### src/rtl/dmem_port_arbiter.sv
// Arbitrates the single-port data memory between the MEM stage (P) and an auxiliary master (A).
// Build option: define DMEM_ARB_RR_EN for round-robin contention instead of P-priority with starvation limit.
module dmem_port_arbiter #(
    parameter int RD_LAT     = 1,
    parameter int STARVE_LIM = 4
) (
    input  logic        clk,
    input  logic        reset,
    input  logic        p_req,
    input  logic        p_we,
    input  logic [31:0] p_addr,
    input  logic [31:0] p_wdata,
    input  logic [1:0]  p_lwhb,
    input  logic [1:0]  p_swhb,
    input  logic        p_lu,
    output logic        p_stall,
    output logic        p_rvalid,
    output logic [31:0] p_rdata,
    input  logic        a_valid,
    output logic        a_ready,
    input  logic        a_we,
    input  logic [31:0] a_addr,
    input  logic [31:0] a_wdata,
    input  logic [1:0]  a_lwhb,
    input  logic [1:0]  a_swhb,
    input  logic        a_lu,
    output logic        a_rvalid,
    output logic [31:0] a_rdata,
    output logic        m_en,
    output logic        m_we,
    output logic [31:0] m_addr,
    output logic [31:0] m_wdata,
    output logic [1:0]  m_lwhb,
    output logic [1:0]  m_swhb,
    output logic        m_lu,
    input  logic [31:0] m_rdata
);

    logic contend;
    logic a_wins;
    logic grant_p;
    logic grant_a;
    logic read_issue;

    logic [RD_LAT-1:0] own_v_q, own_v_d;
    logic [RD_LAT-1:0] own_a_q, own_a_d;

`ifdef DMEM_ARB_RR_EN
    typedef enum logic {PORT_P = 1'b0, PORT_A = 1'b1} port_e;
    port_e rr_ptr_q, rr_ptr_d;
`else
    localparam logic [3:0] LIM = 4'(STARVE_LIM);
    logic [3:0] starve_cnt_q, starve_cnt_d;
`endif

    assign contend = p_req & a_valid;

`ifdef DMEM_ARB_RR_EN
    assign a_wins = contend & (rr_ptr_q == PORT_A);
`else
    assign a_wins = contend & (starve_cnt_q == LIM);
`endif

    // Grants are gated by reset so nothing reaches dmem while reset is held low.
    assign grant_p    = reset & p_req & ~a_wins;
    assign grant_a    = reset & a_valid & ~grant_p;
    assign read_issue = (grant_p & ~p_we) | (grant_a & ~a_we);

    assign p_stall = p_req & ~grant_p & reset;
    assign a_ready = a_valid & grant_a;
    assign m_en    = grant_p | grant_a;

    always_comb begin
        m_we    = 1'b0;
        m_addr  = p_addr;
        m_wdata = p_wdata;
        m_lwhb  = p_lwhb;
        m_swhb  = p_swhb;
        m_lu    = p_lu;
        if (grant_p) begin
            m_we = p_we;
        end else if (grant_a) begin
            m_we    = a_we;
            m_addr  = a_addr;
            m_wdata = a_wdata;
            m_lwhb  = a_lwhb;
            m_swhb  = a_swhb;
            m_lu    = a_lu;
        end
    end

`ifdef DMEM_ARB_RR_EN
    always_comb begin
        rr_ptr_d = rr_ptr_q;
        if (reset && contend) begin
            rr_ptr_d = grant_a ? PORT_P : PORT_A;
        end
    end

    always_ff @(posedge clk or negedge reset) begin
        if (!reset) begin
            rr_ptr_q <= PORT_P;
        end else begin
            rr_ptr_q <= rr_ptr_d;
        end
    end
`else
    always_comb begin
        starve_cnt_d = starve_cnt_q;
        if (grant_a) begin
            starve_cnt_d = 4'd0;
        end else if (a_valid && starve_cnt_q != LIM) begin
            starve_cnt_d = starve_cnt_q + 4'd1;
        end
    end

    always_ff @(posedge clk or negedge reset) begin
        if (!reset) begin
            starve_cnt_q <= 4'd0;
        end else begin
            starve_cnt_q <= starve_cnt_d;
        end
    end
`endif

    // Read ownership pipeline: the last stage lines up with m_rdata for the oldest outstanding read.
    always_comb begin
        own_v_d    = own_v_q;
        own_a_d    = own_a_q;
        for (int i = 1; i < RD_LAT; i++) begin
            own_v_d[i] = own_v_q[i-1];
            own_a_d[i] = own_a_q[i-1];
        end
        own_v_d[0] = read_issue;
        own_a_d[0] = grant_a;
    end

    always_ff @(posedge clk or negedge reset) begin
        if (!reset) begin
            own_v_q <= '0;
            own_a_q <= '0;
        end else begin
            own_v_q <= own_v_d;
            own_a_q <= own_a_d;
        end
    end

    assign p_rvalid = own_v_q[RD_LAT-1] & ~own_a_q[RD_LAT-1];
    assign a_rvalid = own_v_q[RD_LAT-1] &  own_a_q[RD_LAT-1];
    assign p_rdata  = m_rdata;
    assign a_rdata  = m_rdata;

endmodule

### config.mk
export PLATFORM = sky130hd
export DESIGN_NAME = dmem_port_arbiter
export DESIGN_NICKNAME = d
export VERILOG_FILES = /design/src/rtl/dmem_port_arbiter.sv
export SDC_FILE = /design/constraint.sdc
export NUM_CORES = 1
export LEC_CHECK = 0
export CAP_MARGIN = 10
export CORE_AREA = 2 2 123 125
export DETAILED_ROUTE_END_ITERATION = 8
export DIE_AREA = 0 0 125 127
export DONT_BUFFER_PORTS = 1
export PLACE_DENSITY = 0.3
export SYNTH_ARGS = -nofsm -noshare
export SYNTH_HDL_FRONTEND = slang
export SYNTH_SLANG_ARGS = --single-unit
### constraint.sdc
create_clock -name clk -period 1.8 [get_ports clk]
set_input_delay 0.18 -clock clk [delete_from_list [all_inputs] [get_ports clk]]
set_output_delay 0.18 -clock clk [all_outputs]
set_load 0.005 [all_outputs]
==> results.cfg, run 1 <==
[yosys]
ys_seq_elements = 6
synth_nets = 361
yosysSeqAreaShare_pct = 8.74
yosys.area.top_type = mux2_1
synthCells = 183
synthAdderAreaFrac_pct = 1.46
synthMuxAreaShare_pct = 45.8
synthSimpleGateAreaFrac_pct = 6.48
synthDistinctLibCells = 27
avgSynthCellArea_sq_um = 9.39
synth_warnings = 0
synth_compound_area_share_pct = 4.22
synth.cell_area_sq_um = 1720
synth_area_leaders = mux2_1 (45%), buf_4 (29%), dfrtp_1 (8.7%)
synth_xor_area_share_pct = 0
synth_top_area_share_pct = 44.6
synth_top_family_by_area = multiplexers

[timing]
finalMaxSlewViolations = 0
timing.hold.ws_ps = 117
fin_crit_ps = 2000
tightest_slew_ps = 351
max_freq_ghz = 0.500
max-slew-margin-rel_pct = 76.5
fin_crit_sh_pct = 111
finalHoldViolCount = 0
setup_viol = 69
setup_ws_ps = -202
fin_skew_ps = 2.05
rsz0062_at_grt = true

[pwr]
power.density_nw_per_um2 = 634
seq_power_share_pct = 15.3
p_leak_uw = 0.000892
switchingPower_uw = 406
power.internal_uw = 926
peakVddDrop_uv = 289
clkPwrFrac_pct = 27.3
combPwrFrac_pct = 57.4
swShare_pct = 30.5

[floorplan]
die_w_microns = 125
dieArea_sq_um = 15900
pin_count = 315
core_sq_um = 14400
row_count = 44
fp.dieH_microns = 127
start_util_pct = 11.9

[global_route]
grt_max_degree = 23
grt.met3_usage_pct = 1.30
grt_pass1_wl_microns = 7530
grt_usage_pct = 6.64
grt_pass1_vias = 1171
grt.overflow.total = 0
gr-usage-met1_pct = 7.76
top_usage_layer = met2
antenna_found_initial = 0
grt_util_met2_pct = 11.8

[cells_and_area]
layout-drive-gt1-share_pct = 72.5
syn2layout_area_growth_pct = 22.2
final_util_pct = 14.6
stdcell_count = 322
layout.nets = 318
antenna_cells = 0
final_cell_mix = mux2_4 (67), buf_4 (10), clkbuf_16 (8)
mostFrequentLayoutCell = mux2_4
final_cell_area_sq_um = 2100

[placement]
io_buffers = 0
dp.cells = 301
place_hpwl_microns = 4770
place_area_sq_um = 1470
gp_congestion = 0.869

[routing]
wl_microns = 6900
drc = 0
routed_via_density = 3.69
num_vias = 1187
drtIter0Drc = 39
drtAntennaViolNets = 0
first_pass_iters = 4
wl_per_cell_microns = 21.4

[min_path]
hold_class = in2reg

[run_status]
violations = setup timing
outcome = complete, but fails checks

[cts]
clk_path_buf_depth = 2
cts.sinks = 6
path_clk_slew_ps = 40
cts_buffers = 3
cts_htree_levels = 1
clockRootBuffer = clkbuf_16
cts_tree = built
clkLatencyLatePin_ps = 230

[job]
max_cap_violations = 0

[setup_path]
crit_required_ps = 1620
critPathKind = reg2out
start_kind = flop
worstPathArrival_ps = 1820
critPathCaptureType = primary output
worstPathMaxFanout = 5
[worst max-delay path, cell delays in order (launching register included)]
cell and delay (ps):
dfrtp_1 370, inv_2 90, ha_4 150, nand3b_4 90, a21oi_4 220, buf_6 180, clkbuf_16 160, mux2_4 330
[final cells by class]
cell class / count / area [sq um]
Fill cell: 1620 / 12300
Multi-Input combinational cell: 100 / 1260
Timing Repair Buffer: 25 / 369
Tap cell: 184 / 230
Sequential cell: 6 / 150
Clock buffer: 3 / 75.1
Inverter: 4 / 15.0
[power by group through the flow]
stage | combinational, uW | clock (uW) | sequential, uW
after floorplan | 454 | 0 | 198
after global placement | 439 | 0 | 204
after detailed placement | 433 | 0 | 202
after CTS | 591 | 377 | 203
after global routing | 818 | 386 | 209
final | 764 | 364 | 204
[routing by layer]
metal / part of all wire [%] / vias to the layer above
li1: - / 483
met5: 0 / -
met3: 9.0 / 23
met2: 48 / 124
met4: 2.6 / 0
met1: 40 / 557
[synthesized netlist by cell type]
cell type and instances:
nand4_1 1, and4_1 1, inv_1 4, a21oi_4 1
or3_1 1, mux2i_1 1, buf_2 1, nand3_1 3
nand2_1 3, a21oi_1 3, nand2b_1 2, nand3b_4 1
o21a_1 2, buf_6 4, nor3_1 1, o21ai_0 1
dfrtp_1 6, ha_1 2, mux2_1 68, o22ai_1 2
o32ai_1 1, nor2_1 2, mux2_2 1, clkbuf_1 1
nor2b_1 1, buf_4 67, and2_1 2
[cells by family (layout without fill, tap and decap cells)]
kind of cell | count (synthesis) | after routing
AND/OR/NAND/NOR | 18 | 18
buffers and inverters | 77 | 32
adder cells (fa/ha/maj) | 2 | 2
flip-flops | 6 | 6
AO/OA/AOI/OAI | 10 | 10
multiplexers | 70 | 70
[per-stage QoR]
step | worst slack (ps) | power, uW | setup TNS (ps)
final | -202 | 1330 | -11970
after global routing | -252 | 1410 | -16180
after CTS | -187 | 1170 | -10410
after detailed placement | -55.7 | 635 | -875
after global placement | -30.6 | 643 | -86.2
after floorplan | 2.40 | 652 | 0
[worst paths after layout]
kind | from | end | slack (ps) | cells after the start
worst max-delay path | starve_cnt_q[1]$_DFFE_PN0P_ | m_wdata[10] | -200 | 7
worst min-delay path | p_req | starve_cnt_q[3]$_DFFE_PN0P_ | 120 | 2
worst max register to register | starve_cnt_q[1]$_DFFE_PN0P_ | own_v_q$_DFF_PN0_ | 210 | 7
worst min register to register | starve_cnt_q[3]$_DFFE_PN0P_ | starve_cnt_q[3]$_DFFE_PN0P_ | 540 | 2
max in group asynchronous | reset | starve_cnt_q[2]$_DFFE_PN0P_ | 1250 | 1
min in group asynchronous | reset | starve_cnt_q[3]$_DFFE_PN0P_ | 300 | 1
[registers in the layout, indices dropped and copies added, names as in the netlist]
register,flops
starve_cnt_q,4
own_v_q,1
own_a_q,1
[what timing repair did]
action                                  4_1_cts  5_1_grt
setup buffers                                 4        4
resized for setup                            60       32
pin swaps                                     1        2
endpoints found under the hold margin         6        0
endpoints found under the setup margin       69       69
hold buffers                                  1        0
cloned                                        2        7
(Power assumes the default switching activity.)
==> inputs of run 2 (changes only) <==
Settings changed: GPL_ROUTABILITY_DRIVEN set to 0, SETUP_SLACK_MARGIN set to 0.02.
==> results.cfg, run 2 (synthesis results as in run 1) <==
[timing]
tightest_slew_ps = 394
rsz0062_at_grt = true
finalHoldViolCount = 0
fin_crit_sh_pct = 112
setup_ws_ps = -220
max-slew-margin-rel_pct = 73.7
fin_crit_ps = 2020
finalMaxSlewViolations = 0
setup_viol = 69
max_freq_ghz = 0.495
fin_skew_ps = 1.70

[run_status]
outcome = complete, but fails checks
violations = setup timing

[placement]
io_buffers = 0
place_area_sq_um = 1450
place_hpwl_microns = 4940

[setup_path]
crit_chain = inv_2 > ha_4 > nand3b_4 > a21oi_4 > buf_12 > buf_12 > mux2_1
path_buf_inv = 3
slowest_delay_ps = 380
crit_path_frequent_cell = buf_12
r2r_cells = 6
critPathKind = reg2out
crit_required_ps = 1620
cp.depth = 7
critPathCaptureType = primary output
worstPathMaxFanout = 12
slowest_stage = dfrtp_1
worstPathArrival_ps = 1840
crit_family = buffers and inverters
start_kind = flop

[routing]
num_vias = 1186
drtIter0Drc = 38
first_pass_iters = 2
routed_via_density = 3.73
wl_met1_microns = 2360
wl_microns = 6950
drtAntennaViolNets = 0
dr_wl_met3_microns = 861
met2_length_microns = 3600
top_layer = met4
wl_per_cell_microns = 21.9
drc = 0

[cts]
path_clk_slew_ps = 30
clk_path_buf_depth = 2
cts_htree_levels = 1
cts.sinks = 6
cts_buffers = 3
clkLatencyLatePin_ps = 230
cts_tree = built
clockRootBuffer = clkbuf_16

[floorplan]
core_sq_um = 14400
pin_count = 315
die_w_microns = 125
row_count = 44
dieArea_sq_um = 15900
start_util_pct = 11.9
fp.dieH_microns = 127

[cells_and_area]
largest_reg_flops = 4
mostFrequentLayoutCell = mux2_4
final_cell_area_sq_um = 2010
final_cell_mix = mux2_4 (50), mux2_1 (14)
layout-drive-gt1-share_pct = 61.9
syn2layout_area_growth_pct = 17.2
layout.nets = 314
final_util_pct = 14.0
reg_top3 = starve_cnt_q: 4 flops, own_a_q: 1 flops, own_v_q: 1 flops
antenna_cells = 0
top_register = starve_cnt_q

[min_path]
holdPathStages = 2
hold_class = in2reg

[global_route]
grt_usage_pct = 6.65
grt_max_degree = 52
grt.overflow.total = 0
grt_pass1_wl_microns = 7690
antenna_found_initial = 0
grt_pass1_vias = 1190

[pwr]
p_leak_uw = 0.000817
power.density_nw_per_um2 = 621
peakVddDrop_uv = 294

[job]
max_cap_violations = 0
## run 2: path summary, 6_finish.rpt
| check | startpoint | end | slack [ps] |
|---|---|---|---|
| min reg2reg | starve_cnt_q[3]$_DFFE_PN0P_ | starve_cnt_q[3]$_DFFE_PN0P_ | 550 |
| max in group asynchronous | reset | own_v_q$_DFF_PN0_ | 1280 |
| min | p_req | starve_cnt_q[3]$_DFFE_PN0P_ | 130 |
| max | starve_cnt_q[1]$_DFFE_PN0P_ | m_wdata[13] | -220 |
| max reg2reg | starve_cnt_q[1]$_DFFE_PN0P_ | own_v_q$_DFF_PN0_ | 230 |
| min in group asynchronous | reset | starve_cnt_q[0]$_DFFE_PN0P_ | 280 |
## run 2: where the power goes
group	internal (uW)	switching, uW
logic	405	284
clock network	285	73.9
registers	172	30.6
## run 2: per-stage QoR
stage | power [uW] | cells | hold WS, ps | TNS (ps) | setup WS (ps)
after detailed placement | 634 | 300 | -115 | -9.83 | -4.37
after floorplan | 652 | 183 | -116 | 0 | 23.6
final | 1250 | 318 | 126 | -12810 | -220
after CTS | 1160 | 313 | 125 | -13180 | -227
after global placement | 641 | 300 | -115 | -5.29 | -5.29
after global routing | 1330 | 318 | 132 | -16940 | -283
## run 2: cell type report
| cell class | instances | area [sq um] |
|---|---|---|
| fillers | 1601 | 12400 |
| multi-input cells | 100 | 1200 |
| repair buffers | 21 | 347 |
| well taps | 184 | 230 |
| flip-flops and latches | 6 | 150 |
| clock buffers | 3 | 75.1 |
| inverters | 4 | 15.0 |
## run 2: timing repair
item	4_1_cts	5_1_grt
setup endpoints to repair	69	69
gates resized for setup	36	50
pin swaps	0	2
cloned	3	6
hold buffers	1	0
setup buffers	6	2
hold endpoints to repair	6	0
## run 2: per-layer routing
metal  track usage, %  vias to the layer above
li1                 -                      474
met1             7.00                      560
met2             11.9                      132
met3             3.35                       20
met4             1.57                        0
met5                0                        -
==> inputs of run 3 (changes only) <==
Settings changed: CTS_BUF_LIST set to sky130_fd_sc_hd__clkbuf_4.
==> results.cfg, run 3 (synthesis results as in run 1) <==
[floorplan]
die_w_microns = 125
dieArea_sq_um = 15900
start_util_pct = 11.9
row_count = 44
core_sq_um = 14400
fp.dieH_microns = 127
pin_count = 315

[timing]
timing.hold.ws_ps = 112
finalHoldViolCount = 0
tightest_slew_ps = 435
setup_ws_ps = -166
rsz0062_at_grt = true
final.setup.tns_ps = -9830
setup_viol = 69
fin_crit_ps = 1970
max_freq_ghz = 0.509
fin_skew_ps = 2.05
fin_crit_sh_pct = 109
max-slew-margin-rel_pct = 70.9
finalMaxSlewViolations = 0

[cts]
path_clk_slew_ps = 50
cts.sinks = 6
clk_path_buf_depth = 2
clkLatencyLatePin_ps = 240
cts_htree_levels = 1
clockRootBuffer = clkbuf_4
cts_tree = built
cts_buffers = 3

[cells_and_area]
layout-drive-gt1-share_pct = 71.0
antenna_cells = 0
top_register = starve_cnt_q
largest_reg_flops = 4
layout.nets = 311
stdcell_count = 315
final_cell_mix = mux2_4 (68), dfrtp_1 (6), buf_4 (5)
reg_top3 = starve_cnt_q: 4 flops, own_a_q: 1 flops, own_v_q: 1 flops
syn2layout_area_growth_pct = 15.7
mostFrequentLayoutCell = mux2_4
fillCellCount = 1599
final_util_pct = 13.8

[routing]
num_vias = 1148
wl_microns = 7070
routed_via_density = 3.64
drc = 0
wl_per_cell_microns = 22.4
drtIter0Drc = 41
drtAntennaViolNets = 0
first_pass_iters = 2

[global_route]
grt_max_degree = 21
grt_pass1_wl_microns = 8260
grt_pass1_vias = 1202
grt.overflow.total = 0
antenna_found_initial = 0
grt_usage_pct = 7.27

[setup_path]
worstPathArrival_ps = 1790
crit_required_ps = 1620
start_kind = flop
critPathKind = reg2out
ff2ff_setup_slack_ps = 180
critPathCaptureType = primary output
worstPathMaxFanout = 6

[placement]
dp.cells = 300
place_hpwl_microns = 4940
io_buffers = 0
dp_slack_ps = -4.37

[pwr]
power.density_nw_per_um2 = 519
p_leak_uw = 0.000833
peakVddDrop_uv = 171

[job]
max_cap_violations = 0

[min_path]
hold_class = in2reg

[run_status]
outcome = complete, but fails checks
violations = setup timing
## run 3: timing repair
item	4_1_cts	5_1_grt
gates resized for setup	75	24
pin swaps	2	2
gates cloned	4	4
buffers inserted	5	1
endpoints found under the setup margin	69	70
endpoints found under the hold margin	6	0
hold buffers	1	0
## run 3: worst max-delay path, stage by stage, from the launching register on
cell and delay (ps):
dfrtp_1 380, inv_2 90, ha_4 140, nand3b_4 90, a21oi_4 170, buf_6 180
clkbuf_16 170, mux2_4 320
## run 3: path summary, 6_finish.rpt
check                                                 start                           to  cells after the start
worst max-delay path            starve_cnt_q[0]$_DFFE_PN0P_                   m_addr[20]                      7
worst min-delay path                                  p_req  starve_cnt_q[3]$_DFFE_PN0P_                      2
worst max register to register  starve_cnt_q[0]$_DFFE_PN0P_            own_v_q$_DFF_PN0_                      6
worst min register to register  starve_cnt_q[3]$_DFFE_PN0P_  starve_cnt_q[3]$_DFFE_PN0P_                      2
max in group asynchronous                             reset            own_v_q$_DFF_PN0_                      1
min in group asynchronous                             reset  starve_cnt_q[0]$_DFFE_PN0P_                      1
## run 3: per-layer routing
metal  part of all wire [%]  track usage, %
met5                      0               0
met4                    1.7            2.35
met3                    9.8            2.76
met2                     52            13.0
met1                     36            7.99
## run 3: area by class of cell
| class | instances | area [sq um] | area share [%] |
|---|---|---|---|
| well taps | 184 | 230 | 11.6 |
| multi-input cells | 100 | 1260 | 63.6 |
| flip-flops and latches | 6 | 150 | 7.56 |
| repair buffers | 18 | 305 | 15.4 |
| clock buffers | 3 | 22.5 | 1.13 |
| inverters | 4 | 15.0 | 0.756 |
## run 3: metrics by stage
stage | total power (uW) | cell area, sq um
after global placement | 641 | 1450
after global routing | 1110 | 1990
after floorplan | 652 | 1720
after detailed placement | 634 | 1450
after CTS | 986 | 1860
final | 1030 | 1990
## run 3: report_power, final
group          leakage, uW  total, uW  switching, uW  internal, uW
Combinational     0.000741        706            285           421
Sequential       0.0000781        202           31.0           171
Clock            0.0000138        123           47.6          75.4
Total             0.000833       1030            363           668
